`config.mk`:
```
export PLATFORM = sky130hd
export DESIGN_NAME = node_elastic_buf_flat
export DESIGN_NICKNAME = d
export VERILOG_FILES = /design/src/rtl/node_elastic_buf_pkg.sv /design/src/rtl/node_elastic_buf_if.sv /design/src/rtl/node_elastic_buf_mem.sv /design/src/rtl/node_elastic_buf.sv /design/src/flat_wrapper.sv
export SDC_FILE = /design/constraint.sdc
export NUM_CORES = 1
export LEC_CHECK = 0
export BUFFER_PORTS_ARGS = -buffer_cell sky130_fd_sc_hd__buf_4
export CORE_MARGIN = 8
export CORE_UTILIZATION = 51
export CTS_CLUSTER_SIZE = 8
export DETAILED_ROUTE_END_ITERATION = 12
export GPL_TIMING_DRIVEN = 0
export PLACE_DENSITY = 0.72
export SLEW_MARGIN = 10
export SYNTH_ARGS = -nofsm -noshare
export SYNTH_HDL_FRONTEND = slang
export SYNTH_SLANG_ARGS = --single-unit
```
`constraint.sdc`:
```
create_clock -name clk -period 4.4 [get_ports clk]
set_input_delay 0.44 -clock clk [delete_from_list [all_inputs] [get_ports clk]]
set_output_delay 0.44 -clock clk [all_outputs]
set_load 0.01 [all_outputs]
```
`src/rtl/node_elastic_buf_pkg.sv`:
```
// Shared definitions for the elastic buffer: pointer-width helper, default
// occupancy type and the all-ones pattern used to saturate the stall counter.
package node_elastic_buf_pkg;

    function automatic int ptr_w(input int depth);
        return (depth > 1) ? $clog2(depth) : 1;
    endfunction

    localparam int DEFAULT_DEPTH = 4;

    typedef logic [ptr_w(DEFAULT_DEPTH):0] count_t;

    // Sliced down to CNT_W by users; supports counters up to 64 bits.
    localparam logic [63:0] STALL_SAT = '1;

endpackage

```
`src/rtl/node_elastic_buf_if.sv`:
```
// Upstream and downstream valid/ready/data signals of the elastic buffer.
// slave is the buffer side, master is the environment side.
interface node_elastic_buf_if #(
    parameter int WIDTH = 32
);
    logic [WIDTH-1:0] data_in;
    logic             valid_up_in;
    logic             ready_up_out;
    logic [WIDTH-1:0] data_out;
    logic             valid_down_out;
    logic             ready_down_in;

    modport master (
        output data_in, valid_up_in, ready_down_in,
        input  ready_up_out, data_out, valid_down_out
    );

    modport slave (
        input  data_in, valid_up_in, ready_down_in,
        output ready_up_out, data_out, valid_down_out
    );
endinterface

```
`src/rtl/node_elastic_buf_mem.sv`:
```
// DEPTH x WIDTH flop storage with reset-to-zero, one synchronous write port
// and one asynchronous read port.
module node_elastic_buf_mem #(
    parameter int WIDTH = 32,
    parameter int DEPTH = 4,
    parameter int AW    = 2
) (
    input  logic             clk,
    input  logic             rst_n,
    input  logic             we,
    input  logic [AW-1:0]    waddr,
    input  logic [WIDTH-1:0] wdata,
    input  logic [AW-1:0]    raddr,
    output logic [WIDTH-1:0] rdata
);
    logic [WIDTH-1:0] mem_q [DEPTH];

    always_ff @(posedge clk or negedge rst_n) begin
        if (!rst_n) begin
            mem_q <= '{default: '0};
        end else if (we) begin
            mem_q[waddr] <= wdata;
        end
    end

    assign rdata = mem_q[raddr];
endmodule

```
`src/rtl/node_elastic_buf.sv`:
```
// Fully registered elastic buffer: ready, valid and data all come from flops.
// Tracks occupancy and a saturating count of downstream stall cycles.
module node_elastic_buf
    import node_elastic_buf_pkg::*;
#(
    parameter int   WIDTH = 32,
    parameter int   DEPTH = 4,
    parameter int   CNT_W = 16,
    localparam int  PTR_W = ptr_w(DEPTH)
) (
    input  logic              clk,
    input  logic              rst_n,
    input  logic              flush,
    node_elastic_buf_if.slave bus,
    output logic [PTR_W:0]    count,
    output logic [CNT_W-1:0]  stall_cnt
);
    localparam logic [PTR_W:0]   FULL      = (PTR_W+1)'(DEPTH);
    localparam logic [CNT_W-1:0] STALL_MAX = STALL_SAT[CNT_W-1:0];

    logic [PTR_W-1:0] wr_ptr_q, wr_ptr_d;
    logic [PTR_W-1:0] rd_ptr_q, rd_ptr_d;
    logic [PTR_W:0]   count_q, count_d;
    logic             valid_q, valid_d;
    logic             ready_q, ready_d;
    logic [CNT_W-1:0] stall_q, stall_d;
    logic             up_fire, down_fire, mem_we;

    assign up_fire   = bus.valid_up_in & ready_q;
    assign down_fire = valid_q & bus.ready_down_in;

    always_comb begin
        wr_ptr_d = '0;
        rd_ptr_d = '0;
        count_d  = '0;
        // A push accepted in the flush cycle is acknowledged but never stored.
        mem_we   = up_fire & ~flush;
        if (!flush) begin
            wr_ptr_d = wr_ptr_q + PTR_W'(up_fire);
            rd_ptr_d = rd_ptr_q + PTR_W'(down_fire);
            count_d  = count_q + (PTR_W+1)'(up_fire) - (PTR_W+1)'(down_fire);
        end
        valid_d = (count_d != '0);
        ready_d = (count_d < FULL);
        stall_d = stall_q;
        if (valid_q && !bus.ready_down_in && (stall_q != STALL_MAX)) begin
            stall_d = stall_q + CNT_W'(1);
        end
    end

    always_ff @(posedge clk or negedge rst_n) begin
        if (!rst_n) begin
            wr_ptr_q <= '0;
            rd_ptr_q <= '0;
            count_q  <= '0;
            valid_q  <= 1'b0;
            ready_q  <= 1'b0;
            stall_q  <= '0;
        end else begin
            wr_ptr_q <= wr_ptr_d;
            rd_ptr_q <= rd_ptr_d;
            count_q  <= count_d;
            valid_q  <= valid_d;
            ready_q  <= ready_d;
            stall_q  <= stall_d;
        end
    end

    node_elastic_buf_mem #(
        .WIDTH (WIDTH),
        .DEPTH (DEPTH),
        .AW    (PTR_W)
    ) u_mem (
        .clk   (clk),
        .rst_n (rst_n),
        .we    (mem_we),
        .waddr (wr_ptr_q),
        .wdata (bus.data_in),
        .raddr (rd_ptr_q),
        .rdata (bus.data_out)
    );

    assign bus.ready_up_out   = ready_q;
    assign bus.valid_down_out = valid_q;
    assign count              = count_q;
    assign stall_cnt          = stall_q;
endmodule

```
`src/flat_wrapper.sv`:
```
// flat-port wrapper written by rule: the top's interface ports become plain ports
module node_elastic_buf_flat import node_elastic_buf_pkg::*;
#(
    parameter int   WIDTH = 32,
    parameter int   DEPTH = 4,
    parameter int   CNT_W = 16,
    localparam int  PTR_W = ptr_w(DEPTH)
)
  (clk, rst_n, flush, count, stall_cnt, bus_data_in, bus_valid_up_in, bus_ready_down_in, bus_ready_up_out, bus_data_out, bus_valid_down_out);
  node_elastic_buf_if #(.WIDTH(WIDTH)) bus_i ();
  input  logic clk;
  input  logic rst_n;
  input  logic flush;
  output logic [PTR_W:0] count;
  output logic [CNT_W-1:0] stall_cnt;
  input wire logic [$bits(bus_i.data_in)-1:0] bus_data_in;
  input wire logic [$bits(bus_i.valid_up_in)-1:0] bus_valid_up_in;
  input wire logic [$bits(bus_i.ready_down_in)-1:0] bus_ready_down_in;
  output wire logic [$bits(bus_i.ready_up_out)-1:0] bus_ready_up_out;
  output wire logic [$bits(bus_i.data_out)-1:0] bus_data_out;
  output wire logic [$bits(bus_i.valid_down_out)-1:0] bus_valid_down_out;
  assign bus_i.data_in = bus_data_in;
  assign bus_i.valid_up_in = bus_valid_up_in;
  assign bus_i.ready_down_in = bus_ready_down_in;
  assign bus_ready_up_out = bus_i.ready_up_out;
  assign bus_data_out = bus_i.data_out;
  assign bus_valid_down_out = bus_i.valid_down_out;
  node_elastic_buf #(.WIDTH(WIDTH), .DEPTH(DEPTH), .CNT_W(CNT_W)) u_core (.clk(clk), .rst_n(rst_n), .flush(flush), .bus(bus_i), .count(count), .stall_cnt(stall_cnt));
endmodule
```
After elaboration in Yosys (flattened, before gate mapping)
Index checks and enable logic that the tools add are counted.

$add $sub $neg: 5. Multipliers: 0. Divide/modulo/power cells: 0. $lt $le $gt $ge: 4. Equality and inequality tests: 1. Shift operators: 0. Multiplexer cells: 9. Bitwise operators: 6. Reduce and logical (&&, ||, !) cells: 5.

Operators with widths (number): bitwise mux 128 bit (1); 2-to-1 mux 32 bit (3); binary-select mux 32 bit (select 2 bit) (1); demux 32 bit (select 2 bit) (1); adder 16 x 1 -> 16 bit (second input constant) (1); != test 16 bit (second input constant) (1); greater-or-equal comparator 3 bit (second input constant) (2); inverter 2 -> 3 bit (2); adder 2 x 1 -> 2 bit (2); 2-to-1 mux 2 bit (2); adder 3 x 1 -> 3 bit (1); bitwise AND 1 bit (3); logical AND 1 bit (3); < comparator 3 x 1 -> 1 bit (second input constant) (1); < comparator 3 bit (second input constant) (1); 2-to-1 mux 3 bit (1); nonzero test 3 bit (1); subtractor 3 x 1 -> 3 bit (1); zero test 1 bit (1); inverter 1 bit (1).

Register bits after elaboration: 153. Bits in latches: 0. Bits in writable memories: 0. Bits in read-only memories: 0. Bits of input ports: 37. Output and inout bits: 53. Word-level logic and storage cells: 40. Memories kept: 0.

Longest topological paths before layout
Gate-level depths: netlist of run 1.

Depth in word-level cells: 6. Gate-level depth with buffers: 9. Gate-level depth less buffers: 9.

Cells and area by module
A second synthesis of run 1 with hierarchy kept.

Cells, all modules: 416. Area total of the unflattened synthesis: 6711.4 um^2.

Modules (own cells, without submodules): node_elastic_buf_mem (instances 1, cells each 311, area each 5504.0 um^2); node_elastic_buf (instances 1, cells each 105, area each 1207.4 um^2).

Worst setup path after synthesis of run 1
No wires, ideal clock.

Path type: register to register. Start: register u_core.valid_q (netlist: u_core.bus.valid_down_out). End: register u_core.valid_q (netlist: u_core.bus.valid_down_out). Data arrival time: 1952 ps. Required time: 4269 ps. Path slack: 2317 ps. Cell stages (with the launch flop): 10. Clock period less this slack: 2083 ps. Cells stage by stage: dfrtp_1 > and2_1 > ha_1 > inv_1 > ha_1 > inv_1 > fa_1 > xnor2_1 > nor2_1 > or3_1.

Word-level cells in the longest chain between the ends: 4.

Ends and longest elaborated chain: from (decl) (RTL line node_elastic_buf.sv:24) `logic valid_q, valid_d;`; from (signal assigned) (RTL line node_elastic_buf.sv:63) `valid_q <= valid_d;`; bitwise AND 1 bit (RTL line node_elastic_buf.sv:30) `assign down_fire = valid_q & bus.ready_down_in;`; subtractor 3 x 1 -> 3 bit (RTL line node_elastic_buf.sv:41) `count_d = count_q + (PTR_W+1)'(up_fire) - (PTR_W+1)'(down_fire);`; 2-to-1 mux 3 bit (RTL line node_elastic_buf.sv:38) `if (!flush) begin`; net u_core.count_d[2] (RTL line node_elastic_buf.sv:23) `logic [PTR_W:0] count_q, count_d;`; nonzero test 3 bit (RTL line node_elastic_buf.sv:43) `valid_d = (count_d != '0);`; net u_core.valid_d (RTL line node_elastic_buf.sv:24).

The timed path passes the listed nets, and every way through them passes these cells. A chain may end at the register's enable or synchronous reset.

Worst setup path after layout of run 1
Start: register u_core.rd_ptr_q[0]. End: output port bus_data_out[21].

Word-level cells in the longest chain between the ends: 4.

Ends and longest elaborated chain: from (decl) (RTL line node_elastic_buf.sv:22) `logic [PTR_W-1:0] rd_ptr_q, rd_ptr_d;`; from (signal assigned) (RTL line node_elastic_buf.sv:61) `rd_ptr_q <= rd_ptr_d;`; inverter 2 -> 3 bit (implied by the code) (RTL line node_elastic_buf_mem.sv:26) `assign rdata = mem_q[raddr];`; binary-select mux 32 bit (select 2 bit) (RTL line node_elastic_buf_mem.sv:26); 2-to-1 mux 32 bit (implied by the code) (2 in series) (RTL line node_elastic_buf_mem.sv:26); to (decl) (RTL line flat_wrapper.sv:20) `output wire logic [$bits(bus_i.data_out)-1:0] bus_data_out;`.

Every way passes these cells. The select of a mux whose other input is x is not followed.

==> results of run 1 <==
-- layout make-up --
class | count | area, µm²
Tap cell | 176 | 220
Inverter | 5 | 18.8
Sequential cell | 153 | 3830
Buffer | 21 | 98.8
Timing Repair Buffer | 90 | 706
Fill cell | 1014 | 4680
Clock buffer | 20 | 457
Multi-Input combinational cell | 236 | 2780
Clock inverter | 12 | 244
-- synthesized netlist by cell type (all sizes together) (5+ instances only) --
cell,count
buf,16
mux4,32
mux2,129
xor2,13
nand3,5
nor2,9
ha,5
inv,5
clkbuf,5
nand2,6
xnor2,6
dfrtp,153
-- power by group --
part,switching (µW),internal (µW)
Clock,556,1150
Combinational,676,1100
Sequential,300,1970
-- per-stage QoR --
| step | util | area (µm²) | power [µW] | setup slack [ns] | cells |
|---|---|---|---|---|---|
| 6_report | 0.641 | 8350 | 5750 | 1.74 | 713 |
| 5_1_grt | 0.641 | 8350 | 6070 | 1.60 | 713 |
| 4_1_cts | 0.641 | 8350 | 5830 | 1.69 | 713 |
| 3_5_place_dp | 0.586 | 7640 | 4090 | 2.09 | 680 |
| 3_3_place_gp | 0.583 | 7600 | 4000 | 2.14 | 679 |
| 2_1_floorplan | - | 6720 | 3360 | 2.32 | 415 |
-- worst paths after layout --
| path | end | slack (ns) | cells past startpoint |
|---|---|---|---|
| worst max-delay path | bus_data_out[21] | 1.74 | 4 |
| worst min-delay path | u_core.u_mem.mem_q[34] | 0.27 | 2 |
| worst max register to register | u_core.bus.valid_down_out | 2.19 | 9 |
| worst min register to register | u_core.u_mem.mem_q[34] | 0.49 | 1 |
| max in group asynchronous | u_core.stall_cnt[7] | 3.05 | 3 |
| min in group asynchronous | u_core.u_mem.mem_q[101] | 0.52 | 2 |
-- placed cells by master, fill, tap and decap left out, drive strengths merged --
cell,instances
a311o,1
and2,1
and4,1
buf,105
bufinv,7
clkbuf,25
clkinv,3
clkinvlp,2
dfrtp,153
dlygate4sd3,1
fa,1
ha,5
inv,5
mux2,129
mux4,32
nand2,6
nand2b,2
nand3,5
nand3b,2
nand4,4
nand4b,1
nor2,9
nor2b,3
nor3,4
nor3b,1
nor4,4
nor4b,4
or2,1
or3,1
xnor2,6
xor2,13
-- what timing repair did --
| item | in CTS | in global routing |
|---|---|---|
| hold buffers | 1 | 0 |
| hold endpoints to repair | 47 | 0 |
| setup endpoints to repair | 0 | 0 |
-- registers in the layout, indices dropped and copies added (netlist names) --
| register | flops |
|---|---|
| u_core.bus.valid_down_out | 1 |
| u_core.count | 3 |
| u_core.stall_cnt | 16 |
| u_core.wr_ptr_q | 2 |
| u_core.u_mem.mem_q | 128 |
| u_core.rd_ptr_q | 2 |
| u_core.bus.ready_up_out | 1 |
-- cell families after synthesis --
family / count (synthesis)
fa+ha+maj: 6
xor+xnor: 19
mux: 161
simple gates: 49
flops: 153
compound gates: 1
buf+inv: 26
-- metal layers --
metal / share of wire / vias to the layer above / wire [µm]
li1: - / 1747 / -
met1: 0.44 / 2071 / 5940
met2: 0.50 / 75 / 6730
met3: 0.052 / 12 / 697
met4: 0.011 / 0 / 150
met5: 0 / - / 0
==> results.py, run 1 <==
metrics = {
    "power": {
        "pd_cells_nw_per_um2": 689,
        "power_leakage_uw": 0.00387,
        "peakVddDrop_uv": 341,
    },
    "clocking": {
        "clockRootBuffer": "clkbuf_16",
        "tritoncts": "done",
        "cts.sinks": 153,
        "post_cts_buffers": 0,
        "tritoncts.num_buffers": 17,
        "clkLatencyLatePin_ns": 0.42,
        "clkTransAtPathRegs_ns": 0.06,
        "ctsHtreeMaxLevel": 4,
        "post_cts_resized": 0,
        "clk_path_buf_depth": 2,
    },
    "floorplan": {
        "rows": 42,
        "die_w_um": 131,
        "die_footprint_um2": 17100,
        "floorplan.io_pins": 90,
        "fp.dieH_um": 131,
        "start_util": 0.516,
        "core_area_um2": 13000,
    },
    "setup_path": {
        "critical_path.startpoint": "u_core.rd_ptr_q[0]",
        "family_of_cells_with_the_greatest_summed_delay_on_the_critical_path": "buffers and inverters",
        "timing.critical_path.slowest_stage_cell": "mux4_2",
        "timing.critical_path.fanout_max": 10,
        "worst_path_largest_cell_delay_ns": 0.59,
        "ordered_cell_list_for_the_critical_path": "clkbuf_1, buf_2, mux4_2, buf_4",
        "worstPathRequired_ns": 3.96,
        "critical_path_buf_inv_count": 3,
        "timing.critical_path.to_type": "output port",
        "critical_path.reg2reg.startpoint": "u_core.bus.valid_down_out",
        "critPathLaunchType": "flip-flop",
        "worst-setup-path-type": "reg -> out",
        "arrival_ns": 2.22,
    },
    "drt": {
        "wirelength_routed_um": 13500,
        "detailroute.via_count": 3905,
        "first_pass_iters": 4,
        "drcViolationCount": 0,
        "route.detailed.vias_per_inst": 5.48,
        "avgRoutedWirePerCell_um": 19.0,
        "dr.first_iter.drc_count": 193,
        "ant_nets": 0,
    },
    "synth": {
        "synth_top_area_frac": 0.570,
        "synth_simple_gate_area_share": 0.0506,
        "synth.area.mux_share": 0.324,
        "async_reset_ff_frac": 1.00,
        "synth.avg_cell_area_um2": 16.2,
        "synth_enable_flop_cells": 0,
        "synth_flop_cell": "dfrtp_1",
        "synthesis.instances": 415,
        "dominant_combinational_cell_family_by_area_after_synthesis": "multiplexers",
        "postSynthRegisterBits": 153,
        "netlist_area_um2": 6720,
        "yosys_warnings": 0,
        "seq_area_frac_synth": 0.570,
        "synth-xor-area-share": 0.0248,
        "synthDistinctLibCells": 35,
        "postSynthNetCount": 458,
        "adder_cell_area_share_of_the_yosys_netlist": 0.0123,
        "synth-compound-area-share": 0.00149,
        "synth_largest_area_cell": "dfrtp_1",
        "post_synth_main_area_contributors": "dfrtp_1 57%, mux2_2 20%, mux4_2 11%, xor2_1 1.7%, buf_2 1.2%",
    },
    "global_route": {
        "number_of_global_route_vias_before_repair": 4292,
        "first_pass_grt_wire_length_um": 22400,
        "antenna_violations_before_repair": 0,
        "met2_global_route_usage": 0.271,
        "grt.busiest_layer": "met2",
        "grt_start_max_net_pins": 107,
        "gr-usage-met3": 0.0515,
        "grt_usage": 0.173,
        "grt.met1_usage": 0.225,
        "globalRouteOverflowTotal": 0,
    },
    "timing": {
        "final-setup-viol-count": 0,
        "finalCriticalPeriod_ns": 2.66,
        "timing.final.crit_share": 0.605,
        "final_hold_vio_count": 0,
        "clock.fmax_mhz": 376,
        "report.final.slew_viol_count": 0,
        "slew_headroom": 0.515,
        "rsz0062_at_grt": "no",
        "skew_ns": 0.00529,
        "max_slew.worst_pin.slew_ns": 0.727,
        "fin_tns_setup_ns": 0,
        "fin_worst_hold_slack_ns": 0.269,
    },
    "worst_hold_path": {
        "hold_path.class": "in -> reg",
        "hold_path_startpoint": "bus_data_in[2]",
    },
    "layout": {
        "antenna_cells": 0,
        "fin_nets": 567,
        "layout-area-overhead-vs-synth_pct": 24.2,
        "ratio_of_cells_with_drive_above_1_in_the_final_layout": 0.555,
    },
    "placement": {
        "place_hpwl_um": 9050,
        "gp_congestion": 0.760,
        "number_of_buffers_added_on_ports": 88,
    },
    "job": {
        "timing.max_cap.violations": 0,
    },
    "status": {
        "run_status": "finished clean",
    },
}
No activity file was read; power rests on OpenSTA's default activity.
==> run 2: changes to the inputs <==
Clock period 4.4 ns to 2.6 ns, I/O delays scaled along.
==> run 2 against run 1 <==
Effect of this change:
- combinational power up 69%
- clock skew about the same
- total power up 69%
- via count up 0.23%
- design area about the same
- critical path type unchanged
- final cell count unchanged
- global-route usage unchanged
- die area unchanged
- hold slack worse by 0.18 ns
- register-to-register slack worse by 1.8 ns
- flip-flop and latch count unchanged
- wire length up 0.31%
==> results.py, run 2 (synthesized netlist as in run 1, its figures left out) <==
metrics = {
    "placement": {
        "gp_congestion": 0.760,
        "place_hpwl_um": 9050,
        "number_of_buffers_added_on_ports": 88,
    },
    "timing": {
        "final_hold_vio_count": 0,
        "rsz0062_at_grt": "no",
        "final-setup-viol-count": 0,
        "clock.fmax_mhz": 405,
        "finalCriticalPeriod_ns": 2.47,
        "skew_ns": 0.00563,
        "slew_headroom": 0.512,
        "fin_tns_setup_ns": 0,
        "fin_worst_hold_slack_ns": 0.0883,
        "timing.final.crit_share": 0.949,
        "max_slew.worst_pin.slew_ns": 0.732,
        "report.final.slew_viol_count": 0,
    },
    "clocking": {
        "clockRootBuffer": "clkbuf_16",
        "post_cts_buffers": 0,
        "tritoncts.num_buffers": 17,
        "clk_path_buf_depth": 2,
        "ctsHtreeMaxLevel": 4,
        "tritoncts": "done",
        "cts.sinks": 153,
        "clkTransAtPathRegs_ns": 0.06,
        "clkLatencyLatePin_ns": 0.42,
    },
    "floorplan": {
        "fp.dieH_um": 131,
        "rows": 42,
        "die_footprint_um2": 17100,
        "core_area_um2": 13000,
        "floorplan.io_pins": 90,
        "start_util": 0.516,
        "die_w_um": 131,
    },
    "setup_path": {
        "critical_path_depth": 4,
        "ordered_cell_list_for_the_critical_path": "clkbuf_1, buf_2, mux4_2, buf_4",
        "critical_path.reg2reg.startpoint": "u_core.bus.valid_down_out",
        "worst-setup-path-type": "reg -> out",
        "r2r-end": "u_core.bus.valid_down_out",
        "worstPathRequired_ns": 2.34,
        "arrival_ns": 2.21,
        "critical_path.startpoint": "u_core.rd_ptr_q[0]",
        "worst-r2r-setup-slack_ns": 0.38,
        "timing.critical_path.slowest_stage_cell": "mux4_2",
        "timing.critical_path.fanout_max": 10,
        "r2r_cells": 9,
        "timing.critical_path.to": "bus_data_out[15]",
        "timing.critical_path.to_type": "output port",
        "family_of_cells_with_the_greatest_summed_delay_on_the_critical_path": "buffers and inverters",
        "critPathLaunchType": "flip-flop",
        "worst_path_largest_cell_delay_ns": 0.58,
        "critical_path_buf_inv_count": 3,
    },
    "layout": {
        "fin_nets": 567,
        "layout-area-overhead-vs-synth_pct": 24.2,
        "largest_reg_flops": 128,
        "antenna_cells": 0,
        "max_flop_register": "u_core.u_mem.mem_q",
        "leading_cell_types_in_the_layout_fill_and_taps_excluded": "153 x dfrtp_1, 121 x mux2_2, 87 x buf_4",
        "fill_cells": 1013,
        "layout_commonest_cell": "dfrtp_1",
        "post-route-util": 0.641,
        "ratio_of_cells_with_drive_above_1_in_the_final_layout": 0.555,
    },
    "drt": {
        "ant_nets": 0,
        "drcViolationCount": 0,
        "wirelength_routed_um": 13600,
        "dr.first_iter.drc_count": 198,
        "route.detailed.vias_per_inst": 5.49,
        "avgRoutedWirePerCell_um": 19.0,
        "first_pass_iters": 4,
        "detailroute.via_count": 3914,
    },
    "global_route": {
        "grt_start_max_net_pins": 107,
        "number_of_global_route_vias_before_repair": 4292,
        "antenna_violations_before_repair": 0,
        "grt_usage": 0.173,
        "first_pass_grt_wire_length_um": 22400,
        "globalRouteOverflowTotal": 0,
    },
    "power": {
        "pd_cells_nw_per_um2": 1170,
        "power_leakage_uw": 0.00386,
        "peakVddDrop_uv": 578,
    },
    "worst_hold_path": {
        "min_delay_path_depth": 2,
        "hold_path.class": "in -> reg",
    },
    "job": {
        "timing.max_cap.violations": 0,
    },
    "status": {
        "run_status": "finished clean",
    },
}
[run 2: cell types whose count changed in the layout (fill, tap and decap cells not counted), sizes merged]
cell,delta
clkbuf,+1
buf,-1
[run 2: worst reg2reg max path, cell delays in order, from the launching register on]
cell and delay, ns:
dfrtp_1 0.42, and2_1 0.21, ha_1 0.27, inv_1 0.05
ha_1 0.13, inv_1 0.04, fa_1 0.37, xnor2_1 0.18
nor2_1 0.09, or3_1 0.32
[run 2: stage by stage]
stage	setup WS, ns	std cells	total power (µW)	area (µm²)
floorplan	0.517	415	5690	6720
global placement	0.451	679	6770	7600
detailed placement	0.404	680	6930	7640
CTS	0.0697	713	9860	8350
global route	0.00803	713	10300	8350
finish	0.133	713	9740	8350
[run 2: final cells by class]
cell class,instances,area [µm²],share of cell area
inverters,5,18.8,0.00225
multi-input cells,236,2780,0.332
clock buffers,20,457,0.0547
well taps,176,220,0.0264
plain buffers,21,101,0.0121
repair buffers,90,706,0.0845
flip-flops and latches,153,3830,0.458
clock inverters,12,244,0.0292
[run 2: repair_timing]
action	in CTS	in global routing
hold buffers	1	0
endpoints found under the hold margin	47	0
endpoints found under the setup margin	0	3
gates resized for setup	0	1
[run 2: how the worst min path moves through the flow]
stage,start,endpoint,slack (ns)
2_1_floorplan,rst_n,u_core.bus.ready_up_out,-0.04
3_3_place_gp,u_core.u_mem.mem_q[35],u_core.u_mem.mem_q[35],0.46
3_5_place_dp,rst_n,u_core.u_mem.mem_q[101],0.19
4_1_cts,bus_data_in[27],u_core.u_mem.mem_q[27],0.07
5_1_grt,bus_data_in[5],u_core.u_mem.mem_q[101],0.08
6_report,bus_data_in[27],u_core.u_mem.mem_q[27],0.09
[run 2: per-layer routing]
metal / share of wire / vias up / wire length, µm / global-route usage
met5: 0 / - / 0 / 0
met4: 0.012 / 0 / 159 / 0.0608
met3: 0.052 / 13 / 710 / 0.0515
met2: 0.49 / 79 / 6710 / 0.271
met1: 0.44 / 2072 / 5980 / 0.225
li1: - / 1750 / - / -
[run 2: power by group]
part	switching, µW	total (µW)	internal (µW)
Sequential	508	3840	3330
Combinational	1140	3010	1870
Clock	947	2890	1950
Total	2600	9740	7140
